===== src/rtl/imem_port_arbiter.sv =====
// Arbitrates the single instruction-memory port between fetch reads and loader
// writes, with a bounded loader burst and a one-deep fetch response register.
module imem_port_arbiter #(
  parameter int ADDR_W       = 8,
  parameter int MAX_LD_BURST = 4
) (
  input  logic              clk,
  input  logic              rst_n,
  input  logic              fetch_req_valid,
  input  logic [31:0]       fetch_req_addr,
  output logic              fetch_req_ready,
  input  logic              fetch_flush,
  output logic              fetch_rsp_valid,
  output logic [31:0]       fetch_rsp_instr,
  output logic              fetch_rsp_err,
  input  logic              fetch_rsp_ready,
  input  logic              ld_valid,
  input  logic [31:0]       ld_addr,
  input  logic [31:0]       ld_data,
  output logic              ld_ready,
  output logic              ld_err,
  output logic              mem_en,
  output logic              mem_we,
  output logic [ADDR_W-1:0] mem_addr,
  output logic [31:0]       mem_wdata,
  input  logic [31:0]       mem_rdata
);

  localparam logic [31:0] NOP_INSTR = 32'h0000_0013;
  localparam logic [3:0]  BURST_MAX = 4'(MAX_LD_BURST);

  typedef enum logic [1:0] {IDLE, RD_WAIT, RSP} state_t;

  state_t      state_reg, state_next;
  logic [3:0]  cnt_reg, cnt_next;
  logic [31:0] instr_reg, instr_next;
  logic        err_reg, err_next;
  logic        bad_reg, bad_next;
  logic        ld_err_reg, ld_err_next;

  logic fetch_bad, ld_bad, grantable, fetch_win, fetch_grant, fetch_read;
  logic ld_grant, ld_write;

  function automatic logic addr_bad(input logic [31:0] a);
    addr_bad = (a[1:0] != 2'b00) || (a[31:ADDR_W+2] != '0);
  endfunction

  // Arbitration; every combinational grant is held off while rst_n is low.
  always_comb begin
    fetch_bad   = addr_bad(fetch_req_addr);
    ld_bad      = addr_bad(ld_addr);
    grantable   = rst_n && !fetch_flush &&
                  (state_reg == IDLE || (state_reg == RSP && fetch_rsp_ready));
    fetch_win   = grantable && (!ld_valid || cnt_reg == BURST_MAX);
    fetch_grant = fetch_win && fetch_req_valid;
    fetch_read  = fetch_grant && !fetch_bad;
    // A rejected fetch never touches the port, so the loader may still use it.
    ld_grant    = rst_n && ld_valid && !fetch_read;
    ld_write    = ld_grant && !ld_bad;
  end

  assign fetch_req_ready = fetch_win;
  assign ld_ready        = ld_grant;
  assign mem_en          = fetch_read || ld_write;
  assign mem_we          = ld_write;
  assign mem_addr        = fetch_read ? fetch_req_addr[ADDR_W+1:2] :
                           ld_write   ? ld_addr[ADDR_W+1:2] : '0;
  assign mem_wdata       = ld_write ? ld_data : '0;
  assign fetch_rsp_valid = (state_reg == RSP);
  assign fetch_rsp_instr = instr_reg;
  assign fetch_rsp_err   = err_reg;
  assign ld_err          = ld_err_reg;

  always_comb begin
    state_next  = state_reg;
    instr_next  = instr_reg;
    err_next    = err_reg;
    bad_next    = bad_reg;
    cnt_next    = cnt_reg;
    ld_err_next = ld_grant && ld_bad;

    case (state_reg)
      IDLE: begin
        if (fetch_grant) begin
          state_next = RD_WAIT;
          bad_next   = fetch_bad;
        end
      end
      RD_WAIT: begin
        state_next = RSP;
        instr_next = bad_reg ? NOP_INSTR : mem_rdata;
        err_next   = bad_reg;
      end
      RSP: begin
        if (fetch_rsp_ready) begin
          state_next = fetch_grant ? RD_WAIT : IDLE;
          if (fetch_grant) bad_next = fetch_bad;
        end
      end
      default: state_next = IDLE;
    endcase

    if (fetch_flush) state_next = IDLE;

    // Counts loader wins against a fetch that could otherwise have gone.
    if (!fetch_req_valid || fetch_grant)
      cnt_next = '0;
    else if (ld_grant && grantable && cnt_reg < BURST_MAX)
      cnt_next = cnt_reg + 4'd1;
  end

  always_ff @(posedge clk or negedge rst_n) begin
    if (!rst_n) begin
      state_reg  <= IDLE;
      cnt_reg    <= '0;
      instr_reg  <= '0;
      err_reg    <= 1'b0;
      bad_reg    <= 1'b0;
      ld_err_reg <= 1'b0;
    end else begin
      state_reg  <= state_next;
      cnt_reg    <= cnt_next;
      instr_reg  <= instr_next;
      err_reg    <= err_next;
      bad_reg    <= bad_next;
      ld_err_reg <= ld_err_next;
    end
  end

endmodule


===== config.mk =====
export PLATFORM = sky130hd
export DESIGN_NAME = imem_port_arbiter
export DESIGN_NICKNAME = d
export VERILOG_FILES = /design/src/rtl/imem_port_arbiter.sv
export SDC_FILE = /design/constraint.sdc
export NUM_CORES = 1
export LEC_CHECK = 0
export BUFFER_PORTS_ARGS = -buffer_cell sky130_fd_sc_hd__buf_2
export CORE_AREA = 2 2 83 85
export CTS_CLUSTER_DIAMETER = 50
export DETAILED_ROUTE_END_ITERATION = 7
export DIE_AREA = 0 0 85 87
export PLACE_DENSITY_LB_ADDON = 0.1
export REMOVE_ABC_BUFFERS = 1
export SYNTH_ARGS = -nofsm -noshare
export SYNTH_HDL_FRONTEND = slang
export SYNTH_SLANG_ARGS = --single-unit
export TNS_END_PERCENT = 5

===== constraint.sdc =====
create_clock -name clk -period 3.8 [get_ports clk]
set_input_delay 0 -clock clk [delete_from_list [all_inputs] [get_ports clk]]
set_output_delay 0 -clock clk [all_outputs]
set_load 0.005 [all_outputs]

=== Word level (Yosys, flattened, before mapping) ===
Cells that the tools add are included.
Widths: inputs -> output; s select.

* Logic and storage cells: 61
* Bits in registers: 41

* Mux-type cells: 14
* Equality and inequality tests: 6
* Reduce and logical (&&, ||, !) cells: 33
* $lt $le $gt $ge: 1
* Add/subtract/negate cells: 1

{| class="wikitable"
|+ Operator list
! cell !! count
|-
| $mux 32 || 2
|-
| $reduce_bool 22->1 || 2
|-
| $mux 8 || 2
|-
| $logic_and 1x1->1 || 12
|-
| $mux 4 || 2
|-
| $reduce_bool 2->1 || 4
|-
| $logic_not 1->1 || 6
|-
| $logic_or 1x1->1 || 6
|-
| $mux 2 || 3
|-
| $pmux 2 s3 || 1
|-
| $add 4x1->4 const B || 1
|-
| $eq 4x3->1 const B || 1
|-
| $lt 4x3->1 const B || 1
|-
| $reduce_and 2->1 || 2
|-
| $mux 1 || 3
|-
| $ne 3x2->1 const B || 1
|-
| $ne 3x3->1 const B || 1
|-
| $eq 2x1->1 const B || 1
|-
| $eq 2x2->1 const B || 1
|-
| $logic_not 2->1 || 1
|-
| $ne 2x1->1 const B || 1
|-
| $pmux 1 s2 || 1
|}

=== Logic depth before layout (Yosys ltp) ===
Gate-level depths: netlist (run 1).

* Depth in word-level cells: 13
* Mapped depth: 7
* Mapped depth without buffers: 6

=== Worst setup path before layout (run 1) ===
OpenSTA, ideal clock, no wires.

* Path kind: register to output
* Start point: register cnt_reg[0]
* End point: output mem_addr[4]
* Buffers on the path: 1
* Stages on the path, launching flop included: 8
* Data arrival time: 1.776 ns
* Data required time: 3.800 ns
* Slack: 2.024 ns
* Cells stage by stage: dfrtp_1 -> inv_1 -> ha_1 -> and3b_1 -> o2111ai_2 -> nor3_4 -> buf_6 -> mux2_1

* Word-level cells in the longest chain between the ends: 10

{| class="wikitable"
|+ Ends and longest elaborated chain
! element !! line !! text
|-
| from (decl) || 35 || <nowiki>logic [3:0] cnt_reg, cnt_next;</nowiki>
|-
| from (signal assigned) || 122 || <nowiki>cnt_reg <= cnt_next;</nowiki>
|-
| $eq 4x3->1 * || 54 || <nowiki>fetch_win = grantable && (!ld_valid || cnt_reg == BURST_MAX);</nowiki>
|-
| $logic_or 1x1->1 * || 54 ||
|-
| $logic_and 1x1->1 * || 54 ||
|-
| $logic_and 1x1->1 * || 55 || <nowiki>fetch_grant = fetch_win && fetch_req_valid;</nowiki>
|-
| $logic_and 1x1->1 * || 56 || <nowiki>fetch_read = fetch_grant && !fetch_bad;</nowiki>
|-
| $logic_not 1->1 || 58 || <nowiki>ld_grant = rst_n && ld_valid && !fetch_read;</nowiki>
|-
| $logic_and 1x1->1 || 58 ||
|-
| $logic_and 1x1->1 || 59 || <nowiki>ld_write = ld_grant && !ld_bad;</nowiki>
|-
| $mux 8 || 67 || <nowiki>ld_write ? ld_addr[ADDR_W+1:2] : '0;</nowiki>
|-
| $mux 8 * || 66 || <nowiki>assign mem_addr = fetch_read ? fetch_req_addr[ADDR_W+1:2] :</nowiki>
|-
| to (decl) || 24 || <nowiki>output logic [ADDR_W-1:0] mem_addr,</nowiki>
|}

Mark *: on every way between the ends. The rest lies on a longest branch, timed or not.

=== Worst setup path after layout (run 1) ===
* Start point: register cnt_reg[0]
* End point: output mem_addr[3]

Same word-level chain as after synthesis.

==> flow_summary.toml, run 1 <==
[status]
status = "finished, final reports clean"

[yosys]
synth_adder_area_share_pct = 1.10
syn_area_sq_um = 2270
synth-simple-area-share_pct = 35.1
post_synth_xor_area_fraction_pct = 0.386
synth_largest_area_cell = "dfrtp_1"
synth_seq_cells = 41
synth_sequential_area_ratio_pct = 45.2
syn_area_per_cell_sq_um = 8.47
synth_top_cells_by_count = "nand2_1 (73), dfrtp_1 (41), o21ai_0 (33)"
area_share_of_the_largest_cell_type_after_synthesis_pct = 45.2
ys_warn_count = 0
yosys.cell_types.count = 29
synth_compound_gate_area_share_pct = 9.37
synth_mux_area_share_pct = 4.41
edff_count_synth = 0
post_synth_inst_count = 268
largest_family_of_logic_cells_by_synthesized_area = "simple AND/OR/NAND/NOR gates"
synth-main-ff-cell = "dfrtp_1"
synth-async-reset-ratio_pct = 100
synth_area_leaders = "dfrtp_1 (45%), nand2_1 (12%), nor3b_1 (11%)"
post-synth-top-count-cell = "nand2_1"

[pwr]
portion_of_total_power_attributed_to_combinational_logic_pct = 21.1
power_switching_mw = 0.245
sw_frac_of_total_pct = 25.3
p_seq_share_pct = 51.1
total_power_mw = 0.970
leakagePower_nw = 2.05
clockPowerShare_pct = 27.8
intPower_mw = 0.725
powerDensity_nw_per_um2 = 254
vdd.ir_drop.worst_uv = 187

[clock_network]
cts-hold-fix-buffers = 36
clock_insertion_delay_worst_skew_ps = 280
inserted_clock_buffers = 5
cts-root-buf = "clkbuf_8"
cts-resized-gates = 0
cts-root-to-sink-buffers = 2
cts.sink_count = 41
cts_tree = "yes"
htree_levels = 2
clkSlewWorstSetupHoldPaths_ps = 70
postCtsSetupBuffers = 0

[flow_run]
drv.max_cap_violation_count = 0

[setup_path]
critical_path_depth = 8
critical_path.slowest_cell = "buf_4"
critical-path-top-delay-family = "buffers and inverters"
critPathCapture = "mem_addr[3]"
worst_r2r_startpoint = "state_reg[1]"
crit_required_ps = 3800
cp_num_buf_inv = 3
worstSetupPathType = "reg2out"
critical_path_peak_fanout = 42
path_cells = "inv_1 -> ha_1 -> and3b_1 -> o2111ai_2 -> nor3_4 -> buf_4 -> mux2_2 -> buf_2"
crit_path_launch_type = "flip-flop"
reg2reg_to = "state_reg[1]"
reg2regPathDepth = 3
critical-path-max-stage-delay_ps = 420
crit_arrival_ps = 2480
critical_path.startpoint = "cnt_reg[0]"
crit_end_element = "primary output"
worst-r2r-setup-slack_ps = 1790

[cells_and_area]
largest_register_ffs = 32
number_of_antenna_cells_inserted = 0
fraction_of_final_layout_cells_sized_beyond_drive_strength_1_pct = 45.6
layout.nets = 644
area.growth.synth_to_final_pct = 68.5
final_area_sq_um = 3820

[grt]
grt_pass1_vias = 2489
globalRouteTotalUtil_pct = 20.3
globalRouteOverflowTotal = 0
global_route_wire_length_before_repair_microns = 11900
grt_antenna_before_repair = 0
largest_net_degree_at_the_start_of_global_routing = 68

[placement]
dp_hpwl_microns = 5900
gp_congestion = 0.820
placement.setup.worst_slack_ps = 1610
placed_area_sq_um = 3380
io_buffer_count = 212

[sta]
timing.clock.skew_ps = 5.45
min_period_over_period_pct = 65.3
final.hold.worst_slack_ps = 22.3
hold_violations = 0
final-max-slew-violation-count = 0
final.setup.tns_ps = 0
worst_slack_ps = 1320
final-setup-viol-count = 0
worst_slew_pin_slew_ps = 1040
max-slew-margin-rel_pct = 30.8
fin_crit_ps = 2480
achievable-frequency_mhz = 403
rsz0062_at_grt = "false"

[routing]
drt_pass_1_iters = 4
drc_errors = 0
post_drt_wl_per_cell_microns = 13.4
routed_antenna_nets = 0
via_count = 2683
wirelength_microns = 7870
routed_via_density = 4.56
detailedRoute.firstIterationViolations = 99

[floorplanning]
die_width_microns = 85
initial_core_util_pct = 34.6
die_area_sq_um = 7400
floorplan.io_pins = 213
fp.dieH_microns = 87
placement_rows = 30
core_area_sq_um = 6570

[min_path]
hold_path.class = "in2reg"
[layout by cell type, fill, tap and decap left out, drive strengths merged]
master,n
o21ai,33
buf,215
and4,2
nor4,12
clkinvlp,1
xnor2,1
dfrtp,41
a21oi,3
and2,2
o211a,1
clkbuf,5
nand4,3
nor2,10
nand2,73
mux2i,1
dlygate4sd3,36
ha,2
and3b,1
o2111ai,1
nand3,1
clkinv,2
a211oi,1
nor3b,33
nand2b,5
inv,6
mux2,8
nor3,9
nor2b,1
[how the worst min path moves through the flow]
| stage | startpoint | endpoint | slack (ps) | cells after the start |
|---|---|---|---|---|
| after floorplan | rst_n | bad_reg | -300 | 0 |
| after global placement | rst_n | cnt_reg[3] | 160 | 2 |
| after detailed placement | rst_n | cnt_reg[3] | 160 | 2 |
| after CTS | fetch_req_valid | state_reg[0] | 10 | 3 |
| after global routing | fetch_req_valid | state_reg[0] | 40 | 3 |
| final | fetch_req_valid | state_reg[0] | 20 | 3 |
[worst reg2reg max path, delay by kind of cell, from the launching register on]
family | cells | cell delay (ps)
compound gates | 1 | 140
buf+inv | 1 | 600
flops | 1 | 350
simple gates | 1 | 810
[per-stage QoR]
| stage | cells | util (%) |
|---|---|---|
| final | 589 | 58.2 |
| after global routing | 589 | 58.2 |
| after global placement | 545 | 51.4 |
| after CTS | 589 | 58.2 |
| after floorplan | 250 | - |
| after detailed placement | 545 | 51.4 |
[per-layer routing]
| metal | GRT usage, % | vias to the layer above | share of wire (%) |
|---|---|---|---|
| met5 | 0 | - | 0 |
| met4 | 4.91 | 0 | 1.3 |
| met3 | 4.55 | 11 | 6.3 |
| met2 | 33.7 | 106 | 48 |
| met1 | 27.2 | 1174 | 45 |
| li1 | - | 1392 | - |
[final cells by class]
class	instances	area, sq um
inverter	6	22.5
clock buffer	5	68.8
tap	80	100
clock inverter	3	17.5
sequential	41	1030
multi-input combinational	203	1140
timing repair buffer	251	1440
fill	622	2750
[cell families (layout without fill, tap and decap cells)]
logic type	after synthesis	in the layout
buffers and inverters	24	265
multiplexers	9	9
XOR/XNOR	1	1
flip-flops	41	41
AO/OA/AOI/OAI	39	39
adder cells (fa/ha/maj)	2	2
AND/OR/NAND/NOR	152	152
[power by group through the flow]
| stage | registers (mW) | logic [mW] | clock network, mW |
|---|---|---|---|
| 6_report | 0.496 | 0.205 | 0.270 |
| 3_5_place_dp | 0.505 | 0.177 | 0 |
| 2_1_floorplan | 0.509 | 0.0444 | 0 |
| 4_1_cts | 0.496 | 0.206 | 0.285 |
| 3_3_place_gp | 0.504 | 0.175 | 0 |
| 5_1_grt | 0.502 | 0.229 | 0.305 |
Power figures use the tool's default switching activity.
==> inputs of run 2 (changes only) <==
- ABC_AREA: unset -> 1
- CORE_AREA: 2 2 83 85 -> unset
- CORE_MARGIN: unset -> 2
- CORE_UTILIZATION: unset -> 37
- DIE_AREA: 0 0 85 87 -> unset
- clock period: 3.8 -> 2.6 ns (I/O delays scaled with it)
==> flow_summary.toml, run 2 <==
[status]
status = "finished, final reports clean"

[clock_network]
cts-resized-gates = 0
clock_insertion_delay_worst_skew_ps = 280
cts-hold-fix-buffers = 35
postCtsSetupBuffers = 0
cts-root-to-sink-buffers = 2
inserted_clock_buffers = 5
cts.sink_count = 41
cts_tree = "yes"
clkSlewWorstSetupHoldPaths_ps = 80
htree_levels = 2
cts-root-buf = "clkbuf_8"

[yosys]
synth_sequential_area_ratio_pct = 45.5
yosys.cell_types.count = 27
edff_count_synth = 0
synth-main-ff-cell = "dfrtp_1"
post-synth-top-count-cell = "nor2_1"
syn_area_per_cell_sq_um = 8.52
synth_top_cells_by_count = "nor2_1 (56), inv_1 (55), dfrtp_1 (41)"
post_synth_inst_count = 265
synth_seq_cells = 41
synth_area_leaders = "dfrtp_1 (45%), a22o_1 (11%), nor2_1 (9.3%)"
syn_area_sq_um = 2260
synth_largest_area_cell = "dfrtp_1"
ys_warn_count = 0
area_share_of_the_largest_cell_type_after_synthesis_pct = 45.5
synth-async-reset-ratio_pct = 100

[placement]
placement.setup.worst_slack_ps = 868
gp_congestion = 0.814
dp_hpwl_microns = 5570
io_buffer_count = 212

[cells_and_area]
area.growth.synth_to_final_pct = 69.5
largest_register_ffs = 32
number_of_antenna_cells_inserted = 0
fillerInstances = 521
fraction_of_final_layout_cells_sized_beyond_drive_strength_1_pct = 47.5
final_common_cell = "buf_2"
layout.nets = 649
layout.cells.most_common_list = "buf_2 (212), nor2_1 (56), inv_1 (55)"

[min_path]
hold_start = "fetch_rsp_ready"
holdPathStages = 4
whs_endpoint = "state_reg[1]"
hold_path.class = "in2reg"

[routing]
dr_wl_met3_microns = 613
routed_via_density = 4.46
wirelength_microns = 7300
post_drt_wl_per_cell_microns = 12.4
drc_errors = 0
detailedRoute.firstIterationViolations = 53
detailroute.wirelength.met2_microns = 3870
routed.top_layer = "met5"
routed_antenna_nets = 0
drt_pass_1_iters = 4
wl_met1_microns = 2760
via_count = 2626

[flow_run]
drv.max_cap_violation_count = 0

[floorplanning]
die_width_microns = 82.1
fp.dieH_microns = 82.1
die_area_sq_um = 6740
core_area_sq_um = 5920
placement_rows = 28
initial_core_util_pct = 38.1
floorplan.io_pins = 213

[sta]
achievable-frequency_mhz = 471
min_period_over_period_pct = 81.7
worst_slew_pin_slew_ps = 609
final.setup.tns_ps = 0
worst_slack_ps = 477
final-setup-viol-count = 0
timing.clock.skew_ps = 8.15
max-slew-margin-rel_pct = 59.0
final-max-slew-violation-count = 0
hold_violations = 0
rsz0062_at_grt = "false"
fin_crit_ps = 2120

[setup_path]
crit_required_ps = 2600
worst_r2r_startpoint = "state_reg[1]"
critical-path-top-delay-family = "buffers and inverters"
worst-r2r-setup-slack_ps = 1020
worstSetupPathType = "in2out"
crit_arrival_ps = 2120
path_cells = "dlygate4sd3_1 -> buf_2 -> buf_4 -> nand2_1 -> nor2_4 -> nand2_8 -> o21ai_0 -> buf_2"
critical_path.slowest_cell = "dlygate4sd3_1"
crit_end_element = "primary output"
critical_path_peak_fanout = 42
cp_common_cell = "buf_2"
cp_num_buf_inv = 4
reg2reg_to = "fetch_rsp_instr[1]"
reg2regPathDepth = 6
critical_path_depth = 8
crit_path_launch_type = "primary input"
critical-path-max-stage-delay_ps = 520

[grt]
grt_pass1_vias = 2548
globalRouteOverflowTotal = 0
global_route_wire_length_before_repair_microns = 11000
grt_antenna_before_repair = 1
largest_net_degree_at_the_start_of_global_routing = 43
globalRouteTotalUtil_pct = 20.7

[pwr]
vdd.ir_drop.worst_uv = 267
powerDensity_nw_per_um2 = 425
leakagePower_nw = 2.36
[run 2: changes by cell type in the layout (fill, tap and decap cells not counted), sizes merged, moves of 8 or more]
cell	previous run	this run
nor2	10	66
nor3b	33	0
a22o	0	29
inv	6	55
nor4	12	3
nand2	73	28
nand3	1	9
o21ai	33	9
mux2	8	0
[run 2: worst max-delay path by stage]
stage	start	endpoint
CTS	rst_n	mem_addr[7]
floorplan	state_reg[1]	fetch_rsp_instr[0]
finish	rst_n	mem_addr[7]
detailed placement	cnt_reg[0]	mem_addr[7]
global route	rst_n	mem_addr[0]
global placement	cnt_reg[0]	mem_addr[0]
[run 2: routing by layer]
layer	vias up	global-route usage, %
met2	109	39.6
met3	6	4.67
met5	-	0
met1	1177	22.9
met4	2	5.67
li1	1332	-
[run 2: cell families (layout without fill, tap and decap cells)]
family	after synthesis	count (layout)	synth area share [%]
DFF	41	41	45.5
xor gates and xnor gates	1	1	0.388
buffers and inverters	65	314	13.0
and+or+nand+nor	114	114	24.3
AOI/OAI and AO/OA	42	42	15.7
adders and majority gates	2	2	1.11
[run 2: tightest hold or removal path: stages]
cell,delay [ps]
buf_2,70
inv_1,40
nand3_1,60
o21ai_0,60
[run 2: cell type report]
| class | count | area [sq um] | share of cell area, % |
|---|---|---|---|
| timing repair buffer | 251 | 1440 | 37.7 |
| sequential | 41 | 1030 | 26.8 |
| multi-input combinational | 159 | 937 | 24.5 |
| inverter | 55 | 206 | 5.40 |
| tap | 75 | 93.8 | 2.45 |
| clock buffer | 6 | 82.6 | 2.16 |
| clock inverter | 2 | 37.5 | 0.981 |
[run 2: stage by stage]
stage / total power [mW] / area [sq um] / hold slack, ps / cells / util, %
after global placement: 1.07 / 3350 / 114 / 546 / 56.7
after floorplan: 0.870 / 2170 / -296 / 255 / -
after detailed placement: 1.07 / 3350 / 131 / 546 / 56.7
final: 1.63 / 3820 / 1.71 / 589 / 64.6
after CTS: 1.65 / 3820 / 5.92 / 589 / 64.6
after global routing: 1.73 / 3820 / 13.5 / 589 / 64.6
[run 2: power breakdown]
part / internal [mW] / leakage (nW) / switching [mW]
registers: 0.710 / 0.540 / 0.0367
clock network: 0.312 / 0.0574 / 0.207
logic: 0.218 / 1.76 / 0.141
==> inputs of run 3 (changes only) <==
- clock period: 2.6 -> 2.2 ns (I/O delays scaled with it)
==> flow_summary.toml, run 3 (same netlist as run 2, synthesis figures left out) <==
[grt]
largest_net_degree_at_the_start_of_global_routing = 43
grt_pass1_vias = 2390
globalRouteTotalUtil_pct = 20.3
grt_antenna_before_repair = 0
global_route_wire_length_before_repair_microns = 10600
globalRouteOverflowTotal = 0

[routing]
drt_pass_1_iters = 4
post_drt_wl_per_cell_microns = 12.5
detailedRoute.firstIterationViolations = 115
routed_antenna_nets = 0
wirelength_microns = 7350
via_count = 2566
drc_errors = 0
routed_via_density = 4.37

[setup_path]
crit_required_ps = 2200
crit_path_launch_type = "flip-flop"
critical-path-max-stage-delay_ps = 380
worst_r2r_startpoint = "state_reg[1]"
worst-r2r-setup-slack_ps = 640
critical_path_depth = 10
path_cells = "inv_1 -> ha_1 -> nand3_1 -> nand2_2 -> nand3_4 -> nor2_8 -> nor2_4 -> nand2_8 -> o21ai_2 -> buf_2"
reg2regPathDepth = 5
reg2reg_to = "fetch_rsp_instr[21]"
critical-path-top-delay-family = "simple AND/OR/NAND/NOR gates"
cp_num_buf_inv = 2
worstSetupPathType = "reg2out"
crit_end_element = "primary output"
crit_arrival_ps = 2020
critical_path.startpoint = "cnt_reg[0]"
critical_path.slowest_cell = "dfrtp_1"
critPathCapture = "mem_addr[5]"
critical_path_peak_fanout = 42

[cells_and_area]
area.growth.synth_to_final_pct = 68.1
finish.utilization_pct = 64.1
final_common_cell = "buf_2"
multi_input_area_sq_um = 937
post_layout_nonfiller_instances = 587
largest_register_ffs = 32
fillerInstances = 526
register_area_sq_um = 1030
layout.nets = 647
fraction_of_final_layout_cells_sized_beyond_drive_strength_1_pct = 47.4
layout.cells.most_common_list = "buf_2 (212), nor2_1 (56), inv_1 (55)"

[placement]
place.detailed.instances = 545
gp_congestion = 0.807
io_buffer_count = 212
dp_hpwl_microns = 5570

[sta]
worst_slew_pin_slew_ps = 600
hold_violations = 0
final.setup.tns_ps = 0
max-slew-margin-rel_pct = 59.6
achievable-frequency_mhz = 494
final-setup-viol-count = 0
final-max-slew-violation-count = 0
timing.clock.skew_ps = 2.49
fin_crit_ps = 2020
rsz0062_at_grt = "false"
min_period_over_period_pct = 92.0

[floorplanning]
core_area_sq_um = 5920
floorplan.io_pins = 213
placement_rows = 28
initial_core_util_pct = 38.1
fp.dieH_microns = 82.1
die_area_sq_um = 6740
die_width_microns = 82.1

[pwr]
intPower_mw = 1.42
vdd.ir_drop.worst_uv = 417
powerDensity_nw_per_um2 = 495
p_seq_share_pct = 47.0
leakagePower_nw = 2.34
power_switching_mw = 0.453
clockPowerShare_pct = 30.5
portion_of_total_power_attributed_to_combinational_logic_pct = 22.5
sw_frac_of_total_pct = 24.1

[clock_network]
cts.sink_count = 41
clkSlewWorstSetupHoldPaths_ps = 70
clock_insertion_delay_worst_skew_ps = 280
cts_tree = "yes"
postCtsSetupBuffers = 0
cts-root-buf = "clkbuf_8"
cts-root-to-sink-buffers = 2
htree_levels = 2
inserted_clock_buffers = 5

[flow_run]
drv.max_cap_violation_count = 0

[status]
status = "finished, final reports clean"

[min_path]
hold_path.class = "in2reg"
[run 3: metal layers]
metal	track usage, %	vias to the layer above	routed length (microns)
met1	23.7	1124	2870
met2	35.5	108	3760
met4	7.50	0	119
met3	5.33	9	611
met5	0	-	0
li1	-	1325	-
[run 3: layout make-up]
| class | instances | share of cell area (%) |
|---|---|---|
| inverters | 55 | 5.44 |
| clock inverters | 2 | 0.923 |
| multi-input cells | 159 | 24.7 |
| flip-flops and latches | 41 | 27.0 |
| diodes | 1 | 0.0660 |
| repair buffers | 249 | 37.5 |
| well taps | 75 | 2.47 |
| clock buffers | 5 | 1.81 |
[run 3: repair_timing]
| item | CTS | global route |
|---|---|---|
| hold buffers | 34 | 0 |
| setup endpoints to repair | 0 | 2 |
| resized for setup | 0 | 1 |
| hold endpoints to repair | 74 | 0 |
[run 3: power by group through the flow]
stage | Sequential, mW | Clock (mW) | Combinational, mW
after floorplan | 0.905 | 0 | 0.123
after global placement | 0.891 | 0 | 0.371
final | 0.882 | 0.573 | 0.422
after detailed placement | 0.894 | 0 | 0.374
after CTS | 0.880 | 0.590 | 0.424
after global routing | 0.892 | 0.625 | 0.470
[run 3: tightest hold or removal path, stage by stage]
cell and delay, ps:
buf_2 120, inv_1 90, nor3_1 50
[run 3: worst min-delay path by stage]
stage	startpoint	end	slack, ps	cells after the start
detailed placement	rst_n	ld_err	160	2
finish	fetch_req_valid	cnt_reg[3]	20	3
global route	fetch_req_valid	cnt_reg[3]	10	3
CTS	fetch_req_valid	cnt_reg[3]	9	3
global placement	rst_n	ld_err	160	2
floorplan	rst_n	bad_reg	-300	0
[run 3: stage by stage]
step / instance area (sq um) / power (mW) / hold WS, ps / worst slack, ps
finish: 3790 / 1.88 / 20.5 / 176
global route: 3790 / 1.99 / 14.3 / 1.77
CTS: 3790 / 1.89 / 9.11 / 150
detailed placement: 3350 / 1.27 / 165 / 466
global placement: 3350 / 1.26 / 158 / 536
floorplan: 2170 / 1.03 / -296 / 85.6
